<file path="src/rtl/flow_seq_pkg.sv">
// Shared types and helpers for the flow-counter sequence-window controller.
package flow_seq_pkg;

  localparam int unsigned SeqWDefault = 8;

  typedef enum logic [1:0] {
    StIdle    = 2'd0,
    StRun     = 2'd1,
    StRecover = 2'd2
  } seq_state_e;

  function automatic logic [3:0] popcount8(input logic [7:0] mask);
    logic [3:0] cnt;
    cnt = '0;
    for (int i = 0; i < 8; i++) begin
      cnt = cnt + {3'b000, mask[i]};
    end
    return cnt;
  endfunction

endpackage

</file>
<file path="src/rtl/seq_advance8.sv">
// Sequence pointer advance: val + popcount(mask), or load_val when load is set.
module seq_advance8
  import flow_seq_pkg::*;
#(
  parameter int unsigned W = SeqWDefault
) (
  input  logic [W-1:0] val_i,
  input  logic [7:0]   mask_i,
  input  logic         load_i,
  input  logic [W-1:0] load_val_i,
  output logic [W-1:0] res_o
);

  // Pure combinational advance; the caller registers the result.
  always_comb begin
    res_o = load_i ? load_val_i : val_i + W'(popcount8(mask_i));
  end

endmodule

</file>
<file path="src/rtl/flow_seq_ctrl.sv">
// Sequence-window controller: owns the allocation and oldest-uncommitted pointers.
module flow_seq_ctrl
  import flow_seq_pkg::*;
#(
  parameter int unsigned SEQ_W       = SeqWDefault,
  parameter int unsigned WINDOW      = 64,
  parameter int unsigned RECOVER_CYC = 2
) (
  input  logic             clk,
  input  logic             rst_n,
  input  logic             start,
  input  logic [SEQ_W-1:0] start_seq,
  input  logic             alloc_valid,
  input  logic [7:0]       alloc_mask,
  output logic             alloc_ready,
  output logic [SEQ_W-1:0] alloc_base,
  output logic [3:0]       alloc_count,
  input  logic             commit_valid,
  input  logic [7:0]       commit_mask,
  input  logic             kill,
  input  logic [SEQ_W-1:0] kill_seq,
  output logic [SEQ_W-1:0] next_seq,
  output logic [SEQ_W-1:0] commit_seq,
  output logic [SEQ_W-1:0] occupancy,
  output logic [1:0]       state,
  output logic             err
);

  localparam int unsigned CntW = $clog2(RECOVER_CYC + 1);

  seq_state_e       state_q, state_d;
  logic [SEQ_W-1:0] next_seq_q, next_seq_d;
  logic [SEQ_W-1:0] commit_seq_q, commit_seq_d;
  logic             err_q, err_d;
  logic [CntW-1:0]  rcnt_q, rcnt_d;

  logic [SEQ_W-1:0] occ, occ_post, kill_off, next_load_val;
  logic             start_load, commit_act, kill_act, commit_over, kill_legal, room, fire;
  logic [3:0]       commit_cnt;

  // Window bookkeeping, ready decision and kill range check.
  always_comb begin
    occ         = next_seq_q - commit_seq_q;
    start_load  = (state_q == StIdle) && start;
    commit_act  = (state_q != StIdle) && commit_valid;
    kill_act    = (state_q != StIdle) && kill;
    commit_cnt  = popcount8(commit_mask);
    // Over-commit clamps to the allocation pointer.
    commit_over = commit_act && (SEQ_W'(commit_cnt) > occ);
    // Room check ignores the mask so ready never depends on valid.
    room        = ({1'b0, occ} + (SEQ_W + 1)'(8)) <= (SEQ_W + 1)'(WINDOW);
    alloc_ready = (state_q == StRun) && !kill && room;
    fire        = alloc_valid && alloc_ready;
    // Kill range is judged against the post-commit window.
    occ_post    = next_seq_q - commit_seq_d;
    kill_off    = kill_seq - commit_seq_d;
    kill_legal  = kill_off <= occ_post;
    next_load_val = start_load ? start_seq : (kill_legal ? kill_seq : commit_seq_d);
  end

  seq_advance8 #(
    .W (SEQ_W)
  ) u_commit_adv (
    .val_i      (commit_seq_q),
    .mask_i     (commit_act ? commit_mask : 8'h00),
    .load_i     (start_load || commit_over),
    .load_val_i (start_load ? start_seq : next_seq_q),
    .res_o      (commit_seq_d)
  );

  seq_advance8 #(
    .W (SEQ_W)
  ) u_next_adv (
    .val_i      (next_seq_q),
    .mask_i     (fire ? alloc_mask : 8'h00),
    .load_i     (start_load || kill_act),
    .load_val_i (next_load_val),
    .res_o      (next_seq_d)
  );

  // FSM next state, recovery countdown and sticky error.
  always_comb begin
    state_d = state_q;
    rcnt_d  = rcnt_q;
    err_d   = err_q || commit_over || (kill_act && !kill_legal);
    unique case (state_q)
      StIdle: begin
        if (start) state_d = StRun;
      end
      StRun: begin
        if (kill) begin
          state_d = StRecover;
          rcnt_d  = CntW'(RECOVER_CYC);
        end
      end
      StRecover: begin
        if (kill) begin
          rcnt_d = CntW'(RECOVER_CYC);
        end else begin
          rcnt_d = rcnt_q - 1'b1;
          if (rcnt_q <= CntW'(1)) state_d = StRun;
        end
      end
      default: state_d = StIdle;
    endcase
  end

  // All controller state, asynchronously cleared.
  always_ff @(posedge clk or negedge rst_n) begin
    if (!rst_n) begin
      state_q      <= StIdle;
      next_seq_q   <= '0;
      commit_seq_q <= '0;
      err_q        <= 1'b0;
      rcnt_q       <= '0;
    end else begin
      state_q      <= state_d;
      next_seq_q   <= next_seq_d;
      commit_seq_q <= commit_seq_d;
      err_q        <= err_d;
      rcnt_q       <= rcnt_d;
    end
  end

  // Outputs are straight views of the registers plus the combinational alloc info.
  always_comb begin
    alloc_base  = next_seq_q;
    alloc_count = popcount8(alloc_mask);
    next_seq    = next_seq_q;
    commit_seq  = commit_seq_q;
    occupancy   = occ;
    state       = state_q;
    err         = err_q;
  end

endmodule

</file>
<file path="config.mk">
export PLATFORM = sky130hd
export DESIGN_NAME = flow_seq_ctrl
export DESIGN_NICKNAME = d
export VERILOG_FILES = /design/src/rtl/flow_seq_pkg.sv /design/src/rtl/seq_advance8.sv /design/src/rtl/flow_seq_ctrl.sv
export SDC_FILE = /design/constraint.sdc
export NUM_CORES = 1
export LEC_CHECK = 0
export CAP_MARGIN = 40
export CORE_MARGIN = 1.5
export CORE_UTILIZATION = 45
export CTS_CLUSTER_SIZE = 12
export DETAILED_ROUTE_END_ITERATION = 8
export PLACE_DENSITY = 0.79
export SETUP_SLACK_MARGIN = 0.3
export SLEW_MARGIN = 20
export SYNTH_ARGS = -nofsm -noshare
export SYNTH_HDL_FRONTEND = slang
export SYNTH_SLANG_ARGS = --single-unit
</file>
<file path="constraint.sdc">
create_clock -name clk -period 8.35 [get_ports clk]
set_input_delay 0.835 -clock clk [delete_from_list [all_inputs] [get_ports clk]]
set_output_delay 0.835 -clock clk [all_outputs]
set_load 0.005 [all_outputs]
</file>
==> summary.txt, run 1 <==
Run status
  – Outcome: finished clean

Die
  – Row cnt: 33
  – IO Count: 78
  – Die Width: 94.8 um
  – Die ar.: 8980 sq um
  – Starting Density: 46.3%
  – Core area: 8180 sq um
  – Chip height: between 90 and 100 um

Timing
  – Post-route setup TNS: 0 ps
  – Max-slew violation count: 0
  – FMAX: 0.129 GHz
  – Clk_skew: 1.15 ps
  – Fin crit period: 7740 ps
  – Fin. Hold Viols: 0
  – Worst Max-Slew Pin Slew: between 700 and 800 ps
  – Slew Limit Headroom: 49.6%
  – Final setup viols: 0
  – Final period util: 92.6%
  – Final WS setup: 615 ps
  – RSZ-0062 raised after global routing: no

Global route
  – Met1 track demand over resource: 29.3%
  – Pin count of the biggest net entering global routing: 23
  – Gr usage total: between 20 and 25%
  – Total gr overflow: 0
  – Global routing's busiest layer: met2
  – Vias in the first global route: approximately 3500
  – First-pass GRT wire length: 15700 um
  – Met3 Usage GRT: under 10%
  – Initial antenna violation count: 0
  – Met2 Usage GRT: 38.1%

Synth
  – Synth Area in Simple Gates: 16.2%
  – Largest family of logic cells by synthesized area: adder cells
  – Main synth FF type: dfrtp_1
  – Synth Cell Area: between 3000 and 4000 sq um
  – Synth Instances: 467
  – Avg Cell Area, Syn: slightly above 8 sq um
  – Mux contribution to synthesized area: 3.01%
  – Synthesized flop and latch total: 21
  – Synth Area in Compound Gates: a little over a fifth
  – Post-Synth XOR/XNOR Area: ~8.3%
  – Asr flop ratio synth: between 90% and 100%
  – Sequential-to-total area share from yosys stat: 13.9%
  – Mapped Nets: 572
  – Post-synthesis cell type count: just under 70
  – EDFF count, synth: 0
  – Post-Synth Adder-Cell Area: 26.4%
  – Synth Warn #: 0

Placement
  – Pre-CTS setup slack: -77.1 ps
  – IO buf count: 77
  – DP Wirelength: roughly 8100 um
  – Placed cell area: 4610 sq um
  – Gp weighted congestion: 0.883

Clock network
  – CTS Buffer Depth: 2
  – Htree depth: 1
  – Clk slew on worst S/H paths: 70 ps
  – Later-pin clock latency in the skew report: 260 ps
  – Clk sinks: 21
  – TritonCTS buffer count: 3
  – CTS tree: yes
  – CTS Hold Buffers Added: 0
  – CTS Root Cell: clkbuf_8

Hold path
  – Worst Hold End: err
  – Hold Path Class: flip-flop to flip-flop
  – Worst hold path startpoint: err
  – Hold depth: 1

Setup path
  – Setup Crit Path Kind: primary input to flip-flop
  – Crit-path max FO: 9
  – Startpoint types: primary input
  – CP max-delay cell: fa_1
  – Critical path's largest stage delay: 500 ps
  – Reg-to-Reg End: alloc_base[0]
  – Required @ worst endpoint: about 8500 ps
  – Crit end category: flip-flop
  – Worst R2R Setup Slack: around 960 ps
  – Crit path DAT: 7860 ps
  – Worst r2r src: state[1]
  – CP most frequent cell: fa_1
  – Reg2Reg Depth: 34

Final layout
  – Final instance area: 4830 sq um
  – Fill count: 730
  – Antenna Cells: 0
  – Final Util: between 50% and 60%
  – Layout cells sized above 1: 10.1%
  – Final nets: 648
  – Synth-to-layout area growth: 27.6%

Route
  – DRT Pass-1 Iters: 5
  – Post-route ant nets: 0
  – Vias: 3590
  – Number of vias per cell: 5.55
  – DRC viols: 0
  – Detailed router's first-iteration violation count: 210
  – Routed WL: a little under 10000 um
  – Drt wl/cell: between 15 and 20 um

Flow run
  – Max Cap Violations: 0
[Yosys cell counts, types with 3 or more instances]
master,instances,share of area (%)
a21o_1,10,2.0
a21oi_1,34,4.5
a221oi_1,5,1.2
a31oi_1,3,0.50
and2_1,8,1.3
and3_1,5,0.83
buf_4,8,1.6
buf_6,3,0.89
clkbuf_1,9,0.89
dfrtp_1,21,14
fa_1,19,10
ha_1,48,16
inv_1,70,6.9
mux2i_1,8,2.1
nand2_1,37,3.7
nand2b_1,8,1.3
nand3_1,4,0.53
nor2_1,24,2.4
nor2b_1,8,1.3
nor3_1,9,1.2
o2111ai_1,3,0.69
o211ai_1,5,0.99
o21a_1,3,0.59
o21ai_0,13,1.7
o21ai_1,8,1.1
o221ai_1,3,0.69
or3_1,3,0.50
xnor2_1,23,5.3
xor2_1,13,3.0
[how the worst max path moves through the flow]
stage,start,endpoint,slack [ps]
4_1_cts,commit_mask[0],alloc_base[0],310
5_1_grt,commit_valid,alloc_base[0],270
2_1_floorplan,commit_mask[0],alloc_base[0],750
3_3_place_gp,commit_mask[0],alloc_base[0],280
3_5_place_dp,commit_mask[0],alloc_base[0],-80
6_report,commit_valid,alloc_base[0],610
[timing repair]
item,4_1_cts,5_1_grt
hold endpoints to repair,0,0
gates cloned,0,1
pin swaps,0,16
gates resized for setup,1,25
endpoints found under the setup margin,3,9
setup buffers,0,8
[cell usage in the layout (no fill, tap or decap), drive strengths merged, types with 4 or more instances in the layout]
cell,n
clkdlybuf4s50,74
inv,71
ha,48
nand2,37
a21oi,34
nor2,25
xnor2,23
dfrtp,21
o21ai,21
fa,19
buf,16
xor2,13
nor3,11
a21o,10
and2,9
nor2b,9
nand2b,8
mux2i,8
a221oi,6
and3,5
o211ai,5
nand3,4
o221ai,4
clkbuf,4
o31ai,4
[metrics by stage]
step,hold slack [ps],instances
3_5_place_dp,476,634
6_report,493,647
5_1_grt,521,647
4_1_cts,498,638
3_3_place_gp,478,632
2_1_floorplan,464,467
[critical path, delay by kind of cell]
family | cells | cell delay (ps)
and+or+nand+nor | 4 | 480
buffers and inverters | 7 | 1010
adders and majority gates | 8 | 2910
muxes | 2 | 470
xor gates and xnor gates | 2 | 210
AOI/OAI and AO/OA | 12 | 1910
[kinds of logic (layout without fill, tap and decap cells)]
| kind of cell | after synthesis | count (layout) |
|---|---|---|
| and+or+nand+nor | 121 | 121 |
| muxes | 11 | 11 |
| xor gates and xnor gates | 36 | 36 |
| adders and majority gates | 69 | 69 |
| buffers and inverters | 93 | 168 |
| AOI/OAI and AO/OA | 116 | 116 |
| DFF | 21 | 21 |
[area by class of cell]
type                       count  area, sq um  share of cell area (%)
inverter                      71          267                    5.51
clock buffer                   4         45.0                   0.932
tap                          105          131                    2.72
timing repair buffer          93          903                    18.7
sequential                    21          526                    10.9
multi-input combinational    353         2960                    61.3
[sequential cells by signal (all words and copies together), names as in the netlist]
signal,flops
err,1
alloc_base,8
state,2
rcnt_q,2
commit_seq,8
[per-layer routing]
metal  wire, um  up-vias  share of wire (%)
li1           -     1753                  -
met1       4390     1724                 44
met3        363       15                3.7
met4        163        0                1.6
met2       5010       98                 50
met5          0        -                  0
Power of run 1 is left out: the tool's default activity adds up to more than one toggle a clock period on the data nets, which glitch-free logic cannot reach.
==> inputs of run 2 (changes only) <==
Settings changed: CORE_UTILIZATION 45 to 39, PLACE_DENSITY 0.79 to 0.71.
==> run 2 against run 1 <==
  * Routed wire length increased by 5.7%
  * Global-route usage fell by 1.5 points
  * Flip-flop and latch count did not move
  * Register-to-register slack better by 50 ps
  * Cell area increased by 0.62%
  * Hold slack got worse by 8.7 ps
  * Fmax rose by 0.72%
  * Via count increased by 0.50%
  * Largest cell class unchanged
  * Highest routed layer unchanged
==> summary.txt, run 2 (synthesized netlist as in run 1, its figures left out) <==
Setup path
  – Crit path DAT: 7810 ps (was 7860 ps)
  – Setup Crit Path Kind: primary input to flip-flop (unchanged)
  – CP max-delay cell: fa_1 (unchanged)
  – Required @ worst endpoint: 8480 ps (was 8470 ps)
  – Worst R2R Setup Slack: 1010 ps (was 960 ps)
  – Crit-path max FO: 6 (was 9)
  – Critical path's largest stage delay: 510 ps (was 500 ps)
  – Crit end category: flip-flop (unchanged)
  – Reg-to-Reg End: alloc_base[3] (was alloc_base[0])
  – CP most frequent cell: inv_1 (was fa_1)
  – Crit path launch: commit_valid (unchanged)
  – Worst r2r src: state[1] (unchanged)
  – Reg2Reg Depth: 33 (was 34)
  – Setup crit end: alloc_base[3] (was alloc_base[0])
  – Startpoint types: primary input (unchanged)

Global route
  – Initial antenna violation count: 0 (unchanged)
  – Pin count of the biggest net entering global routing: 23 (unchanged)
  – Total gr overflow: 0 (unchanged)
  – First-pass GRT wire length: 16600 um (was 15700 um)
  – Gr usage total: 20.5% (was 22.0%)
  – Vias in the first global route: 3428 (was 3466)

Timing
  – Clk_skew: 7.68 ps (was 1.15 ps)
  – Min Hold Slack: 484 ps (was 493 ps)
  – Fin. Hold Viols: 0 (unchanged)
  – Final setup viols: 0 (unchanged)
  – Max-slew violation count: 0 (unchanged)
  – RSZ-0062 raised after global routing: no (unchanged)
  – Final period util: 92.0% (was 92.6%)
  – FMAX: 0.130 GHz (was 0.129 GHz)
  – Post-route setup TNS: 0 ps (unchanged)
  – Fin crit period: 7680 ps (was 7740 ps)
  – Worst Max-Slew Pin Slew: 784 ps (was 755 ps)
  – Final WS setup: 670 ps (was 615 ps)
  – Slew Limit Headroom: 47.8% (was 49.6%)

Final layout
  – Final nets: 648 (unchanged)
  – Layout cells sized above 1: 9.96% (was 10.1%)
  – Non-filler instance count after layout: 671 (was 647)
  – Most frequent cells in the layout: clkdlybuf4s50_1, inv_1, ha_1 (unchanged)
  – Antenna Cells: 0 (unchanged)
  – Commonest non-fill, non-tap cell in the layout: clkdlybuf4s50_1 (unchanged)
  – Synth-to-layout area growth: 28.4% (was 27.6%)

Route
  – Vias: 3608 (was 3590)
  – Met2 Wirelength: 5000 um (was 5010 um)
  – Max layer used: met4 (unchanged)
  – Met3 WL: 539 um (was 363 um)
  – DRC viols: 0 (unchanged)
  – Met1 Wirelength: 4700 um (was 4390 um)
  – DRT Pass-1 Iters: 5 (unchanged)
  – Number of vias per cell: 5.38 (was 5.55)
  – Detailed router's first-iteration violation count: 280 (was 210)
  – Drt wl/cell: 15.6 um (was 15.3 um)
  – Post-route ant nets: 0 (unchanged)
  – Routed WL: 10500 um (was 9920 um)

Clock network
  – CTS Buffer Depth: 2 (unchanged)
  – CTS tree: yes (unchanged)
  – Clk slew on worst S/H paths: 80 ps (was 70 ps)
  – Htree depth: 1 (unchanged)
  – Clk sinks: 21 (unchanged)
  – TritonCTS buffer count: 3 (unchanged)
  – CTS Root Cell: clkbuf_8 (unchanged)
  – CTS Hold Buffers Added: 0 (unchanged)
  – Later-pin clock latency in the skew report: 270 ps (was 260 ps)

Placement
  – Placed insts: 660 (was 634)
  – IO buf count: 77 (unchanged)
  – Pre-CTS setup slack: -54.9 ps (was -77.1 ps)
  – Gp weighted congestion: 0.889 (was 0.883)
  – DP Wirelength: 8670 um (was 8130 um)

Die
  – IO Count: 78 (unchanged)
  – Row cnt: 35 (was 33)
  – Die Width: 102 um (was 94.8 um)
  – Core area: 9330 sq um (was 8180 sq um)
  – Starting Density: 40.6% (was 46.3%)
  – Die ar.: 10300 sq um (was 8980 sq um)
  – Chip height: 102 um (was 94.8 um)

Run status
  – Outcome: finished clean (unchanged)

Flow run
  – Max Cap Violations: 0 (unchanged)

Hold path
  – Worst hold path startpoint: err (unchanged)
  – Hold Path Class: flip-flop to flip-flop (unchanged)
## run 2: area by class of cell
cell class                 instances  area (sq um)
fill                             857          4460
clock buffer                       3          41.3
timing repair buffer              93           910
inverter                          71           267
multi-input combinational        353          2950
clock inverter                     1          5.00
tap                              129           161
sequential                        21           526
## run 2: what timing repair did
action | 4_1_cts | 5_1_grt
resized for setup | 1 | 26
pin swaps | 0 | 15
buffers inserted | 0 | 7
endpoints found under the setup margin | 3 | 9
## run 2: per-stage QoR
step / cell area [sq um] / util [%]
after CTS: 4710 / 50.5
after global placement: 4640 / 49.7
after global routing: 4860 / 52.1
final: 4860 / 52.1
after detailed placement: 4660 / 49.9
after floorplan: 3790 / -
## run 2: per-layer routing
layer / vias up / track usage [%]
met5: - / 0
met3: 20 / 1.17
met4: 0 / 6.30
met1: 1715 / 28.6
li1: 1751 / -
met2: 122 / 34.3
## run 2: worst min-delay path by stage
stage	to	slack, ps	cells past startpoint
6_report	err	480	1
5_1_grt	err	510	1
4_1_cts	err	480	1
3_5_place_dp	err	460	1
3_3_place_gp	err	470	1
2_1_floorplan	err	460	1
## run 2: worst max-delay path: cells and delay by family
kind                       cells  cell delay [ps]
and+or+nand+nor                4              500
adders and majority gates      8             3030
xor gates and xnor gates       2              180
buffers and inverters          9             1210
muxes                          1              210
AOI/OAI and AO/OA             10             1850
Power of run 2 is left out for the same reason.
==> inputs of run 3 (changes only) <==
Settings changed: CORE_UTILIZATION 39 to 35, PLACE_DENSITY 0.71 to 0.65, REMOVE_ABC_BUFFERS from default to 1.
==> run 3 against run 2 <==
  * Register-to-register slack about the same
  * First-iteration DRC count down 17%
  * Non-clock buffer count down 1
  * Flip-flop and latch count unchanged
  * Sequential share of layout area about the same
  * Die area up 11%
  * Largest cell class unchanged
  * Highest routed layer unchanged
==> summary.txt, run 3 (synthesized netlist as in run 1, its figures left out) <==
Final layout
  – Synth-to-layout area growth: 28.3% (was 28.4%)
  – Commonest non-fill, non-tap cell in the layout: clkdlybuf4s50_1 (unchanged)
  – Final Util: 46.7% (was 52.1%)
  – Most frequent cells in the layout: clkdlybuf4s50_1, inv_1, ha_1 (unchanged)
  – Antenna Cells: 0 (unchanged)
  – Final nets: 647 (was 648)
  – Layout cells sized above 1: 9.80% (was 9.96%)
  – Multi-input gate area: 2950 sq um (about the same)
  – Fill count: 1051 (was 857)
  – Register Area: 526 sq um (unchanged)

Die
  – Row cnt: 37 (was 35)
  – Die Width: 107 um (was 102 um)
  – Die ar.: 11500 sq um (was 10300 sq um)
  – Chip height: 107 um (was 102 um)
  – Core area: 10400 sq um (was 9330 sq um)
  – Starting Density: 36.4% (was 40.6%)
  – IO Count: 78 (unchanged)

Timing
  – Slew Limit Headroom: 43.8% (was 47.8%)
  – Fin crit period: 7650 ps (was 7680 ps)
  – Final setup viols: 0 (unchanged)
  – RSZ-0062 raised after global routing: no (unchanged)
  – Clk_skew: 7.22 ps (was 7.68 ps)
  – Final period util: 91.6% (was 92.0%)
  – Post-route setup TNS: 0 ps (unchanged)
  – Fin. Hold Viols: 0 (unchanged)
  – Final WS setup: 700 ps (was 670 ps)
  – Max-slew violation count: 0 (unchanged)
  – Min Hold Slack: 494 ps (was 484 ps)
  – FMAX: 0.131 GHz (was 0.130 GHz)
  – Worst Max-Slew Pin Slew: 843 ps (was 784 ps)

Global route
  – Gr usage total: 18.6% (was 20.5%)
  – Total gr overflow: 0 (unchanged)
  – Initial antenna violation count: 0 (unchanged)
  – Pin count of the biggest net entering global routing: 23 (unchanged)
  – Vias in the first global route: 3588 (was 3428)
  – First-pass GRT wire length: 17000 um (was 16600 um)

Hold path
  – Worst hold path startpoint: err (unchanged)
  – Hold depth: 1 (unchanged)
  – Hold Path Class: flip-flop to flip-flop (unchanged)

Placement
  – IO buf count: 77 (unchanged)
  – DP Wirelength: 8980 um (was 8670 um)
  – Gp weighted congestion: 0.925 (was 0.889)
  – Pre-CTS setup slack: 42.8 ps (was -54.9 ps)

Route
  – Number of vias per cell: 5.28 (was 5.38)
  – Routed WL: 10600 um (was 10500 um)
  – Detailed router's first-iteration violation count: 232 (was 280)
  – Post-route ant nets: 0 (unchanged)
  – Vias: 3577 (was 3608)
  – DRC viols: 0 (unchanged)
  – DRT Pass-1 Iters: 5 (unchanged)
  – Drt wl/cell: 15.7 um (was 15.6 um)

Clock network
  – CTS Buffer Depth: 2 (unchanged)
  – Later-pin clock latency in the skew report: 260 ps (was 270 ps)
  – TritonCTS buffer count: 3 (unchanged)
  – Clk slew on worst S/H paths: 70 ps (was 80 ps)
  – Htree depth: 1 (unchanged)
  – CTS Root Cell: clkbuf_8 (unchanged)
  – CTS tree: yes (unchanged)
  – Clk sinks: 21 (unchanged)

Setup path
  – Crit path launch: commit_valid (unchanged)
  – Crit-path max FO: 5 (was 6)
  – Reg2Reg Depth: 34 (was 33)
  – CP max-delay cell: fa_1 (unchanged)
  – Required @ worst endpoint: 8530 ps (was 8480 ps)
  – Crit path DAT: 7830 ps (was 7810 ps)
  – Setup Crit Path Kind: primary input to flip-flop (unchanged)
  – Critical path's largest stage delay: 500 ps (was 510 ps)
  – CP most frequent cell: inv_1 (unchanged)
  – Startpoint types: primary input (unchanged)
  – Crit end category: flip-flop (unchanged)
  – Worst r2r src: state[1] (unchanged)

Run status
  – Outcome: finished clean (unchanged)

Flow run
  – Max Cap Violations: 0 (unchanged)
## run 3: cell type report
type / count / area share, %
repair buffers: 92 / 18.5
clock buffers: 3 / 0.850
clock inverters: 1 / 0.103
flip-flops and latches: 21 / 10.8
well taps: 136 / 3.50
multi-input cells: 353 / 60.8
inverters: 71 / 5.48
## run 3: critical path: cells and delay by family
kind / cells / cell delay, ps
AOI/OAI and AO/OA: 11 / 1550
xor gates and xnor gates: 2 / 280
adders and majority gates: 8 / 3000
buffers and inverters: 8 / 1070
and+or+nand+nor: 6 / 1090
## run 3: path summary, 6_finish.rpt
path	endpoint	slack [ps]
worst max-delay path	alloc_base[2]	700
worst min-delay path	err	490
worst max register to register	alloc_base[2]	1020
worst min register to register	err	490
max in group asynchronous	commit_seq[3]	7090
min in group asynchronous	alloc_base[4]	830
## run 3: per-layer routing
layer	vias to the layer above	part of all wire [%]	wire, um	global-route usage (%)
met5	-	0	0	0
met4	0	0.82	87	3.14
met3	10	5.9	625	2.01
met2	109	49	5190	32.8
met1	1714	44	4720	24.5
li1	1744	-	-	-
## run 3: per-stage QoR
step           std cells  cell area [sq um]
5_1_grt              677               4860
6_report             677               4860
3_5_place_dp         669               4680
3_3_place_gp         667               4660
2_1_floorplan        445               3650
4_1_cts              673               4730
## run 3: repair_timing
| action | 4_1_cts | 5_1_grt |
|---|---|---|
| endpoints found under the hold margin | 0 | 0 |
| resized for setup | 0 | 27 |
| setup endpoints to repair | 0 | 9 |
| hold buffers | 0 | 0 |
| buffers inserted | 0 | 4 |
Power of run 3 is left out for the same reason.
